--- src/rtl/switch_debounce_if.sv ---
// Bundles the raw switch pins with the debounced state and its edge strobes.
// The slave side is the debouncer; the master side drives the pins and consumes the results.
interface switch_debounce_if #(
  parameter int WIDTH = 16
);
  logic [WIDTH-1:0] sw_in;
  logic [WIDTH-1:0] sw_out;
  logic [WIDTH-1:0] sw_rise;
  logic [WIDTH-1:0] sw_fall;
  logic             sw_changed;

  modport master (
    output sw_in,
    input  sw_out,
    input  sw_rise,
    input  sw_fall,
    input  sw_changed
  );

  modport slave (
    input  sw_in,
    output sw_out,
    output sw_rise,
    output sw_fall,
    output sw_changed
  );
endinterface

--- src/rtl/switch_debounce.sv ---
// Two-flop synchroniser plus per-bit stability counter for the board slide switches.
// Each output bit follows its input only after DEBOUNCE_CYCLES consecutive disagreeing samples.
module switch_debounce #(
  parameter int WIDTH           = 16,
  parameter int DEBOUNCE_CYCLES = 500000,
  parameter int CNT_W           = 19
) (
  input  logic              clk,
  input  logic              rst_n,
  switch_debounce_if.slave  sw
);

  localparam logic [CNT_W-1:0] CNT_MAX = CNT_W'(DEBOUNCE_CYCLES - 1);

  logic [WIDTH-1:0] sync1;
  logic [WIDTH-1:0] sync2;
  logic [WIDTH-1:0] out_q;
  logic [WIDTH-1:0] rise_q;
  logic [WIDTH-1:0] fall_q;
  logic             changed_q;
  logic [CNT_W-1:0] cnt      [WIDTH];

  logic [CNT_W-1:0] cnt_next [WIDTH];
  logic [WIDTH-1:0] out_next;
  logic [WIDTH-1:0] rise_next;
  logic [WIDTH-1:0] fall_next;
  logic             changed_next;

  // Any agreement cycle discards the count; the output flips only on the edge that completes the run.
  always_comb begin
    cnt_next  = cnt;
    out_next  = out_q;
    rise_next = '0;
    fall_next = '0;
    for (int i = 0; i < WIDTH; i++) begin
      if (sync2[i] == out_q[i]) begin
        cnt_next[i] = '0;
      end else if (cnt[i] == CNT_MAX) begin
        cnt_next[i]  = '0;
        out_next[i]  = sync2[i];
        rise_next[i] = sync2[i];
        fall_next[i] = ~sync2[i];
      end else begin
        cnt_next[i] = cnt[i] + 1'b1;
      end
    end
    changed_next = |(rise_next | fall_next);
  end

  always_ff @(posedge clk) begin
    if (!rst_n) begin
      sync1     <= '0;
      sync2     <= '0;
      out_q     <= '0;
      rise_q    <= '0;
      fall_q    <= '0;
      changed_q <= 1'b0;
      cnt       <= '{default: '0};
    end else begin
      sync1     <= sw.sw_in;
      sync2     <= sync1;
      out_q     <= out_next;
      rise_q    <= rise_next;
      fall_q    <= fall_next;
      changed_q <= changed_next;
      cnt       <= cnt_next;
    end
  end

  assign sw.sw_out     = out_q;
  assign sw.sw_rise    = rise_q;
  assign sw.sw_fall    = fall_q;
  assign sw.sw_changed = changed_q;

endmodule

--- src/flat_wrapper.sv ---
// flat-port wrapper written by rule: the top's interface ports become plain ports
module switch_debounce_flat 
#(
  parameter int WIDTH           = 16,
  parameter int DEBOUNCE_CYCLES = 500000,
  parameter int CNT_W           = 19
)
  (clk, rst_n, sw_sw_in, sw_sw_out, sw_sw_rise, sw_sw_fall, sw_sw_changed);
  switch_debounce_if #(.WIDTH(WIDTH)) sw_i ();
  input  logic clk;
  input  logic rst_n;
  input wire logic [$bits(sw_i.sw_in)-1:0] sw_sw_in;
  output wire logic [$bits(sw_i.sw_out)-1:0] sw_sw_out;
  output wire logic [$bits(sw_i.sw_rise)-1:0] sw_sw_rise;
  output wire logic [$bits(sw_i.sw_fall)-1:0] sw_sw_fall;
  output wire logic [$bits(sw_i.sw_changed)-1:0] sw_sw_changed;
  assign sw_i.sw_in = sw_sw_in;
  assign sw_sw_out = sw_i.sw_out;
  assign sw_sw_rise = sw_i.sw_rise;
  assign sw_sw_fall = sw_i.sw_fall;
  assign sw_sw_changed = sw_i.sw_changed;
  switch_debounce #(.WIDTH(WIDTH), .DEBOUNCE_CYCLES(DEBOUNCE_CYCLES), .CNT_W(CNT_W)) u_core (.clk(clk), .rst_n(rst_n), .sw(sw_i));
endmodule
--- config.mk ---
export PLATFORM = sky130hd
export DESIGN_NAME = switch_debounce_flat
export DESIGN_NICKNAME = d
export VERILOG_FILES = /design/src/rtl/switch_debounce_if.sv /design/src/rtl/switch_debounce.sv /design/src/flat_wrapper.sv
export SDC_FILE = /design/constraint.sdc
export NUM_CORES = 1
export LEC_CHECK = 0
export CAP_MARGIN = 20
export CORE_MARGIN = 2
export CORE_UTILIZATION = 50
export DETAILED_ROUTE_END_ITERATION = 8
export GPL_TIMING_DRIVEN = 0
export PLACE_DENSITY_LB_ADDON = 0.3
export SLEW_MARGIN = 20
export SYNTH_ARGS = -nofsm -noshare
export SYNTH_HDL_FRONTEND = slang
export SYNTH_SLANG_ARGS = --single-unit
export TNS_END_PERCENT = 5
--- constraint.sdc ---
create_clock -name clk -period 2.8 [get_ports clk]
set_input_delay 0.56 -clock clk [delete_from_list [all_inputs] [get_ports clk]]
set_output_delay 0.56 -clock clk [all_outputs]
set_load 0.02 [all_outputs]
=== After elaboration in Yosys (flattened, before gate mapping) ===
Cells that the tools add are included.

* Output and inout port bits: 49
* Word-level logic and storage cells: 216
* Input bits: 18
* Flip-flop bits (word level): 385

* Bitwise gates (word level): 34
* Reduce and logical (&&, ||, !) cells: 33
* Muxes and demuxes: 64
* Eq/ne operators: 32
* Add/subtract/negate cells: 16

{| class="wikitable"
|+ Operator list
! kind !! count
|-
| adder 19 x 1 -> 19 bit, second input constant || 16
|-
| equality test 19 bit, second input constant || 16
|-
| 2-to-1 mux 1 bit || 64
|-
| OR reduction 3 bit || 16
|-
| NOT 1 bit || 33
|-
| AND reduction 2 bit || 16
|-
| equality test 1 bit || 16
|-
| OR 16 bit || 1
|-
| OR reduction 16 bit || 1
|}

=== Depth between registers and ports, before layout ===
Gate-level depths: netlist of run 1.

* Depth in word-level cells: 5
* Depth in mapped cells: 8
* Depth with buffers taken out: 6

=== Worst setup path after synthesis of run 1 ===
OpenSTA, ideal clock, no wires.

* Kind: input port to flip-flop
* Start point: input rst_n
* End point: register u_core.cnt[86] (netlist bit)
* Required time: 2,735 ps
* Stages on the path: 7
* Path buffers: 4
* Setup time: 65 ps
* Slack: 893 ps
* Data arrival time: 1,842 ps
* Cell sequence: clkbuf_1 > inv_1 > clkbuf_1 > or3_1 > buf_2 > buf_1 > nor2_1

* Word-level cells in the longest chain between the ends: 2

{| class="wikitable"
|+ Ends and longest elaborated chain
! what !! line !! text
|-
| start: declaration || flat_wrapper.sv:11 || <nowiki>input logic rst_n;</nowiki>
|-
| NOT 1 bit (no line) || - ||
|-
| OR reduction 3 bit (no line) || - ||
|-
| end signal: assignment || switch_debounce.sv:66 || <nowiki>cnt <= cnt_next;</nowiki>
|-
| end: declaration || switch_debounce.sv:21 || <nowiki>logic [CNT_W-1:0] cnt [WIDTH];</nowiki>
|}

No other way between the ends.
A chain may end at the register's enable or synchronous reset.

=== Worst setup path after layout of run 1 ===
* Start point: input rst_n
* End point: register u_core.cnt[88] (netlist bit)

The elaborated chain is that of the path after synthesis.

==> summary.txt, run 1 <==
HP Class: flop to flop
dpl cells: 2239
Hold Path Depth: 1
GP Congestion: 0.845
R2R setup slack: 0.54 ns
PwrDens: 608 nW/um^2
hold slack: 0.436 ns
status: complete, no violations
DRT Pass-1 Iters: 5
Slew @ Worst Pin: 0.987 ns
Mapped Area: 15900 sq um
final setup margin: 0.474 ns
Synth cell types: 42
number of DRC markers in iteration 0: 554
Slew headroom: 34.2%
post-synthesis adder-cell area fraction: 1.26%
Hold-fix buffers, CTS: 0
area leader, netlist: dfxtp_1
share of post-route cells with drive strength above 1: 5.45%
Nets: 1913
drt total wl: 31900 microns
Inserted Diodes: 0
CTS tree: built
largest family of logic cells by synthesized area: simple AND/OR/NAND/NOR gates
Async SR Flop Fraction: 0%
RR Endpoint: u_core.cnt[276]$_SDFF_PP0_
Core Area: 31400 sq um
synth cell count leaders: 385 x dfxtp_1, 331 x nor2_1, 148 x xor2_1
Max Cap Viol: 0
Post-Syn Instances: 1772
Top-Level Pins: 67
Area Overhead vs Synth: 16.0%
via count: 12.0k
WL/cell: 13.8 microns
vias per cell: 5.21
largest net degree at the start of global routing: 16
clk buf depth: 3
top cell type's share of synthesized area: 48.5%
multi-input combinational cell area: 7870 sq um
crit path launch type: input pin
unrepaired setup endpoints after global routing: false
DP Wirelength: 22300 microns
worst-path cell chain: clkbuf_1, inv_1, clkbuf_1, or3_1, buf_2, buf_1, nor2_1
fin crit share: 83.1%
Max stage delay on crit path: 0.77 ns
post-synth net total: 1806
Clk Latency, worst-skew pair: 0.52 ns
Final Max Tran Viols: 0
most common cell in the netlist: dfxtp_1
CP top delay family: buffers and inverters
fill cell count: 2749
Synth Area in XOR/XNOR: 14.9%
Req. time, crit path: 3.19 ns
initial antenna violation count: 1
crit-path max FO: 10
peak supply drop: 473 uV
Fin. Hold Viols: 0
CTS clk-pin slew, worst paths: 0.06 ns
Most used DFF post-synth: dfxtp_1
Post-synth EDFFs: 0
compound-gate portion of the synthesized area: 3.38%
worst setup path class: input pin to flop
Cell Count, Final, Fillers Out: 2311
fin crit period: 2.33 ns
first-pass GRT wire length: 54200 microns
final setup violation count: 0
met3 usage: 2.71%
vias in the first global route: 11.5k
Worst Path Arrival: 2.72 ns
Setup Skew: 0.0147 ns
overall die width: 182 microns
slowest cell on the critical path: clkbuf_1
Storage cell area: 7710 sq um
CTS Root Buffer Type: clkbuf_16
Worst Hold Launch: u_core.sync1[0]$_SDFF_PN0_
LEAKAGE: 5.90 nW
DRT antenna net count: 0
GRT overflow: 0
Crit. End Element: flop
cell repeated most along the worst path: clkbuf_1
IO Port Bufs: 65
die footprint: 33200 sq um
met2 Track Usage GR: 33.1%
all-layer global routing usage: 19.4%
Post-route DRC: 0
Warnings, synthesis: 0
Avg Cell Area, Syn: 8.97 sq um
worst r2r path cells: 7
post-synthesis simple-gate area fraction: 29.9%
sequential element share of the synthesized area: 48.5%
GRT busiest layer: met2
CP Buf/Inv Count: 5
Die H: 182 microns
WHS Endpoint: u_core.sync2[0]$_SDFF_PN0_
FMAX: 430 MHz
met1 global-route usage: 25.7%
post-CTS resize count: 0
Starting Density: 50.6%
register bit total from synthesis: 385
top cells by area, synth: dfxtp_1 49%, xor2_1 8.2%, nor2_1 7.8%, xnor2_1 6.7%, nand3_1 3.8%
FP Rows: 65
CTS sink count: 385
Num CTS Buffers: 40
dpl ws: -0.136 ns
worst r2r src: u_core.cnt[266]$_SDFF_PP0_
multiplexer share of the synthesized area: 0.0630%
Worst Setup SP: rst_n
setup bufs post-CTS: 0
H-tree Lvls: 2
worst max-delay path by stage:
stage                                 end  slack, ns  cells past startpoint
6_report        u_core.cnt[88]$_SDFF_PP0_       0.47                      7
5_1_grt        u_core.cnt[278]$_SDFF_PP0_       0.30                      7
4_1_cts         u_core.cnt[88]$_SDFF_PP0_       0.41                      7
3_5_place_dp    u_core.cnt[88]$_SDFF_PP0_      -0.14                      7
3_3_place_gp    u_core.cnt[91]$_SDFF_PP0_       -0.1                      7
2_1_floorplan   u_core.cnt[86]$_SDFF_PP0_       0.89                      7
metal layers:
metal | vias up | wire [microns]
li1 | 6238 | -
met1 | 5607 | 15300
met2 | 155 | 14900
met3 | 48 | 1030
met4 | 0 | 703
met5 | - | 0
cell type report:
class                   count  area share, %
multi-input cells        1310           42.7
flip-flops and latches    385           41.8
clock buffers              49           6.00
repair buffers             65           3.53
well taps                 402           2.73
clock inverters            23           1.56
plain buffers              35          0.862
inverters                  42          0.855
kinds of logic after synthesis:
| group | Yosys count |
|---|---|
| xor+xnor | 270 |
| buf+inv | 77 |
| fa+ha+maj | 16 |
| mux | 1 |
| simple gates | 937 |
| compound gates | 86 |
| flops | 385 |
report_power, final:
| group | switching [mW] | internal (mW) |
|---|---|---|
| Sequential | 0.0224 | 5.51 |
| Combinational | 0.0959 | 0.0527 |
| Clock | 2.16 | 3.38 |
through the flow:
step,power [mW],setup TNS (ns),utilization [%],cell area [sq um]
final,11.2,0,58.7,18400
after global placement,5.80,-1.14,54.3,17000
after floorplan,5.72,0,-,15900
after CTS,11.4,0,58.7,18400
after detailed placement,5.80,-1.82,54.3,17000
after global routing,11.6,0,58.7,18400
flip-flops by register name, summed over array words and instances, names as in the netlist:
name	count
u_core.sw.sw_changed	1
u_core.sw.sw_out	16
u_core.sw.sw_rise	16
u_core.sync2	16
u_core.sync1	16
u_core.sw.sw_fall	16
u_core.cnt	304
cell usage in the layout (no fill, tap or decap), drive strengths merged, types with 40 or more instances in the layout:
master         count
dfxtp            385
nand2            135
xor2             148
nand4             58
nor2             341
xnor2            122
clkbuf            69
and2              43
nand3            120
clkdlybuf4s50     65
and3              40
inv               42
(Power assumes the default switching activity.)
==> inputs of run 2 (changes only) <==
Clock period 2.8 ns to 1.9 ns, I/O delays scaled along.
==> summary.txt, run 2 (same netlist as run 1, synthesis figures left out) <==
status: complete, but fails checks (was complete, no violations)
failing checks: negative setup slack
GRT overflow: 0 (unchanged)
worst r2r path cells: 5 (was 7)
all-layer global routing usage: 19.6% (was 19.4%)
fin util: 60.3% (was 58.7%)
Slew @ Worst Pin: 0.904 ns (was 0.987 ns)
largest net degree at the start of global routing: 16 (unchanged)
CTS clk-pin slew, worst paths: 0.06 ns (about the same)
Clk Latency, worst-skew pair: 0.52 ns (about the same)
Final Max Tran Viols: 0 (unchanged)
DRT Pass-1 Iters: 5 (unchanged)
WL/cell: 14.1 microns (was 13.8 microns)
drt total wl: 32700 microns (was 31900 microns)
final setup margin: -0.147 ns (was 0.474 ns)
GP Congestion: 0.845 (unchanged)
Core Area: 31400 sq um (unchanged)
Post-route DRC: 0 (unchanged)
Nets: 1925 (was 1913)
share of post-route cells with drive strength above 1: 9.32% (was 5.45%)
Req. time, crit path: 2.31 ns (was 3.19 ns)
FP Rows: 65 (unchanged)
Inserted Diodes: 0 (unchanged)
CTS sink count: 385 (unchanged)
Die H: 182 microns (unchanged)
Crit. End Element: flop (unchanged)
peak supply drop: 701 uV (was 473 uV)
fin crit period: 2.05 ns
Hold-fix buffers, CTS: 0 (unchanged)
LEAKAGE: 6.25 nW (was 5.90 nW)
worst setup path class: flop to flop (was input pin to flop)
Final Total Pwr: 16.6 mW (was 11.2 mW)
Worst Path Arrival: 2.46 ns (was 2.72 ns)
dpl ws: -0.856 ns (was -0.136 ns)
number of DRC markers in iteration 0: 585 (was 554)
Worst Hold Launch: u_core.sync1[0]$_SDFF_PN0_ (unchanged)
first-pass GRT wire length: 54700 microns (was 54200 microns)
Slew headroom: 39.7% (was 34.2%)
FMAX: 489 MHz
Num CTS Buffers: 40 (unchanged)
crit-path max FO: 10 (unchanged)
RR Endpoint: u_core.cnt[36]$_SDFF_PP0_ (was u_core.cnt[276]$_SDFF_PP0_)
CTS tree: built (unchanged)
worst r2r src: u_core.cnt[29]$_SDFF_PP0_ (was u_core.cnt[266]$_SDFF_PP0_)
Area Overhead vs Synth: 19.1% (was 16.0%)
overall die width: 182 microns (unchanged)
clk buf depth: 3 (unchanged)
Starting Density: 50.6% (unchanged)
Top-Level Pins: 67 (unchanged)
final setup violation count: 57 (was 0)
CTS Root Buffer Type: clkbuf_16 (unchanged)
Max Cap Viol: 0 (unchanged)
initial antenna violation count: 0 (was 1)
commonest cells after routing, fill and taps aside: 378 x dfxtp_1, 326 x nor2_1, 148 x xor2_1 (was 385 x dfxtp_1, 331 x nor2_1, 148 x xor2_1)
commonest non-fill, non-tap cell in the layout: dfxtp_1 (unchanged)
vias in the first global route: 11.6k (was 11.5k)
HP Class: flop to flop (unchanged)
worst setup path endpoint: u_core.cnt[36]$_SDFF_PP0_ (was u_core.cnt[88]$_SDFF_PP0_)
H-tree Lvls: 2 (unchanged)
hold slack: 0.436 ns (about the same)
Worst Setup SP: u_core.cnt[29]$_SDFF_PP0_ (was rst_n)
via count: 12.3k (was 12.0k)
unrepaired setup endpoints after global routing: true (was false)
IO Port Bufs: 65 (unchanged)
vias per cell: 5.28 (was 5.21)
DP Wirelength: 22300 microns (unchanged)
Largest register FFs: 304 (unchanged)
Most flops, register: u_core.cnt (unchanged)
R2R setup slack: -0.15 ns (was 0.54 ns)
DRT antenna net count: 0 (unchanged)
fin crit share: 108%
PwrDens: 876 nW/um^2 (was 608 nW/um^2)
die footprint: 33200 sq um (unchanged)
crit path launch type: flop (was input pin)
Fin. Hold Viols: 0 (unchanged)
Setup Skew: 0.0151 ns (was 0.0147 ns)
[run 2: changes by cell type in the layout (fill, tap and decap cells not counted), moves of 6 or more]
cell	delta
nor4_1	-6
dlygate4sd2_1	+17
buf_4	+19
dfxtp_1	-7
o211ai_4	+9
clkbuf_1	-13
dfxtp_2	+7
clkdlybuf4s50_1	-17
ha_1	-6
o211ai_2	-9
[run 2: final cells by class]
type,count,area (sq um)
multi-input cells,1310,8180
flip-flops and latches,385,7720
fillers,2700,12500
well taps,402,503
repair buffers,78,727
plain buffers,34,245
clock buffers,49,1110
inverters,42,158
clock inverters,23,288
[run 2: where the power goes]
group          switching [mW]  internal, mW
Sequential             0.0342          8.11
Clock                    3.21          4.97
Combinational           0.153        0.0971
[run 2: stage by stage]
stage	instance area, sq um	std cells	setup TNS (ns)
2_1_floorplan	15900	1772	0
3_3_place_gp	17000	2239	-80.95
5_1_grt	18900	2323	-7.43
4_1_cts	18600	2313	-2.76
6_report	18900	2323	-5.18
3_5_place_dp	17000	2239	-84.30
[run 2: metal layers]
| layer | share of wire, % | wire length (microns) | track usage, % |
|---|---|---|---|
| met5 | 0 | 0 | 0 |
| met3 | 3.6 | 1190 | 2.81 |
| met4 | 2.3 | 742 | 5.94 |
| met1 | 47 | 15300 | 25.9 |
| met2 | 47 | 15400 | 33.3 |
[run 2: what timing repair did]
item / in CTS / in global routing
pin swaps: 15 / 14
gates resized for setup: 65 / 66
hold endpoints to repair: 0 / 0
setup buffers: 3 / 10
setup endpoints to repair: 225 / 178
[run 2: worst max-delay path, stage by stage (launching register included)]
cell and delay [ns]:
dfxtp_2 0.33, or4_4 0.54, or4_4 0.48, o211ai_4 0.35
buf_12 0.19, nor2_2 0.04
[run 2: how the worst min path moves through the flow]
stage                                  endpoint  slack (ns)  cells past startpoint
CTS                  u_core.sync1[0]$_SDFF_PN0_        0.42                      2
global placement     u_core.sync2[0]$_SDFF_PN0_        0.42                      1
detailed placement  u_core.sync2[13]$_SDFF_PN0_        0.42                      1
global route        u_core.sync1[14]$_SDFF_PN0_        0.44                      2
floorplan            u_core.sync2[0]$_SDFF_PN0_        0.41                      1
finish               u_core.sync2[0]$_SDFF_PN0_        0.44                      1
==> inputs of run 3 (changes only) <==
Settings changed: CORE_MARGIN 2 to unset.
==> summary.txt, run 3 (same netlist as run 1, synthesis figures left out) <==
DRT antenna net count: 0 (unchanged)
commonest non-fill, non-tap cell in the layout: dfxtp_1 (unchanged)
Num CTS Buffers: 41 (was 40)
clock power share: 51.2% (was 49.4%)
fin crit period: 1.96 ns (was 2.05 ns)
Final Cell Area: 19100 sq um (was 18900 sq um)
first-pass GRT wire length: 55800 microns (was 54700 microns)
Worst Hold Launch: rst_n (was u_core.sync1[0]$_SDFF_PN0_)
Final Max Tran Viols: 0 (unchanged)
Core Area: 30900 sq um (was 31400 sq um)
GRT overflow: 0 (unchanged)
dpl cells: 2233 (was 2239)
unrepaired setup endpoints after global routing: true (unchanged)
Die H: 180 microns (was 182 microns)
Hold-fix buffers, CTS: 0 (unchanged)
HP Class: input pin to flop (was flop to flop)
Max stage delay on crit path: 0.51 ns (was 0.54 ns)
Cell Count, Final, Fillers Out: 2334 (was 2323)
setup TNS: -0.719 ns (was -5.18 ns)
via count: 12.4k (was 12.3k)
peak supply drop: 561 uV (was 701 uV)
dpl ws: -0.821 ns (was -0.856 ns)
Req. time, crit path: 2.33 ns (was 2.31 ns)
failing checks: negative setup slack (unchanged)
fill cell count: 2611 (was 2700)
RR Endpoint: u_core.cnt[29]$_SDFF_PP0_ (was u_core.cnt[36]$_SDFF_PP0_)
Area Overhead vs Synth: 20.3% (was 19.1%)
worst r2r src: u_core.cnt[29]$_SDFF_PP0_ (unchanged)
all-layer global routing usage: 20.4% (was 19.6%)
PwrDens: 901 nW/um^2 (was 876 nW/um^2)
Worst Path Arrival: 2.38 ns (was 2.46 ns)
switching power total: 3.43 mW (was 3.40 mW)
Nets: 1938 (was 1925)
Slew headroom: 39.1% (was 39.7%)
CTS sink count: 385 (unchanged)
worst r2r path cells: 5 (unchanged)
drt total wl: 33400 microns (was 32700 microns)
WL/cell: 14.3 microns (was 14.1 microns)
vias in the first global route: 11.7k (was 11.6k)
CTS clk-pin slew, worst paths: 0.06 ns (about the same)
final setup margin: -0.0566 ns (was -0.147 ns)
Placed Area: 17000 sq um (about the same)
initial antenna violation count: 1 (was 0)
FMAX: 511 MHz (was 489 MHz)
WHS Endpoint: u_core.cnt[251]$_SDFF_PP0_ (was u_core.sync2[0]$_SDFF_PN0_)
Post-route DRC: 0 (unchanged)
Largest register FFs: 304 (unchanged)
Slew @ Worst Pin: 0.914 ns (was 0.904 ns)
Max Cap Viol: 0 (unchanged)
H-tree Lvls: 2 (unchanged)
crit-path max FO: 10 (unchanged)
Crit. End Element: flop (unchanged)
worst setup path class: flop to flop (unchanged)
status: complete, but fails checks (unchanged)
Most flops, register: u_core.cnt (unchanged)
share of post-route cells with drive strength above 1: 9.81% (was 9.32%)
commonest cells after routing, fill and taps aside: 380 x dfxtp_1, 327 x nor2_1, 148 x xor2_1 (was 378 x dfxtp_1, 326 x nor2_1, 148 x xor2_1)
Top-Level Pins: 67 (unchanged)
Seq pwr share: 47.3% (was 49.1%)
slowest cell on the critical path: or4_1 (was or4_4)
GRT busiest layer: met2 (unchanged)
met2 Track Usage GR: 34.3% (was 33.3%)
Hold Path Depth: 3 (was 1)
DP Wirelength: 22700 microns (was 22300 microns)
worst-path cell chain: or4_1, or4_4, o211ai_4, buf_12, nor2_2 (was or4_4, or4_4, o211ai_4, buf_12, nor2_2)
FP Rows: 64 (was 65)
met3 usage: 3.52% (was 2.81%)
CTS tree: built (unchanged)
CTS Root Buffer Type: clkbuf_16 (unchanged)
fin crit share: 103% (was 108%)
clk buf depth: 3 (unchanged)
DRT Pass-1 Iters: 5 (unchanged)
largest net degree at the start of global routing: 15 (was 16)
GP Congestion: 0.835 (was 0.845)
vias per cell: 5.30 (was 5.28)
crit path launch type: flop (unchanged)
final setup violation count: 16 (was 57)
Starting Density: 51.4% (was 50.6%)
Fin. Hold Viols: 0 (unchanged)
switching share of power: 19.9% (was 20.5%)
die footprint: 32500 sq um (was 33200 sq um)
met1 global-route usage: 26.2% (was 25.9%)
P_int: 13.8 mW (was 13.2 mW)
Logic pwr share: 1.5% (about the same)
number of DRC markers in iteration 0: 662 (was 585)
R2R setup slack: -0.06 ns (was -0.15 ns)
Setup Skew: 0.0165 ns (was 0.0151 ns)
overall die width: 180 microns (was 182 microns)
LEAKAGE: 6.40 nW (was 6.25 nW)
IO Port Bufs: 65 (unchanged)
Clk Latency, worst-skew pair: 0.54 ns (was 0.52 ns)
-- run 3: changes by cell type in the layout (fill, tap and decap cells not counted), moves of 4 or more --
cell,before,now
clkbuf_2,3,8
buf_4,19,30
clkbuf_8,5,9
clkinv_2,10,5
-- run 3: per-layer routing --
layer | routed length (microns) | share of wire (%) | up-vias
li1 | - | - | 6289
met1 | 15500 | 46 | 5826
met2 | 15900 | 48 | 192
met3 | 1180 | 3.5 | 67
met4 | 855 | 2.6 | 0
met5 | 0 | 0 | -
-- run 3: cell type report --
cell class,instances,area [sq um],area share (%)
clock buffers,60,1230,6.43
flip-flops and latches,385,7710,40.3
diodes,1,2.50,0.0131
plain buffers,34,255,1.33
well taps,396,495,2.59
repair buffers,90,815,4.26
inverters,42,158,0.825
clock inverters,16,290,1.52
multi-input cells,1310,8160,42.7
-- run 3: worst max-delay path by stage --
stage	start	to	cells after the start
final	u_core.cnt[29]$_SDFF_PP0_	u_core.cnt[29]$_SDFF_PP0_	5
after global routing	u_core.cnt[29]$_SDFF_PP0_	u_core.cnt[35]$_SDFF_PP0_	5
after CTS	u_core.cnt[285]$_SDFF_PP0_	u_core.cnt[292]$_SDFF_PP0_	6
after detailed placement	rst_n	u_core.sw.sw_fall[6]$_SDFF_PN0_	5
after global placement	rst_n	u_core.sw.sw_rise[6]$_SDFF_PN0_	5
after floorplan	u_core.cnt[29]$_SDFF_PP0_	u_core.cnt[28]$_SDFF_PP0_	5
-- run 3: what timing repair did --
| item | in CTS | in global routing |
|---|---|---|
| hold endpoints to repair | 0 | 0 |
| setup endpoints to repair | 240 | 190 |
| gates resized for setup | 68 | 66 |
| pin swaps | 13 | 17 |
| buffers inserted | 2 | 23 |
-- run 3: power groups by stage --
stage / Sequential [mW] / Clock (mW) / Combinational [mW]
after global placement: 8.32 / 0 / 0.220
after CTS: 8.14 / 8.99 / 0.241
after global routing: 8.15 / 9.31 / 0.282
after detailed placement: 8.32 / 0 / 0.222
after floorplan: 8.31 / 0 / 0.118
final: 8.15 / 8.83 / 0.260
-- run 3: critical path: cells and delay by family (launching register included) --
kind | cells | cell delay (ns)
AO/OA/AOI/OAI | 1 | 0.31
buffers and inverters | 1 | 0.18
flip-flops | 1 | 0.33
AND/OR/NAND/NOR | 3 | 1.02
-- run 3: metrics by stage --
stage	utilization [%]	total power, mW	hold slack (ns)
after floorplan	-	8.43	0.412
after global placement	55.1	8.54	0.413
after detailed placement	55.1	8.55	0.419
after CTS	60.6	17.4	0.410
after global routing	61.9	17.7	0.375
final	61.9	17.2	0.377
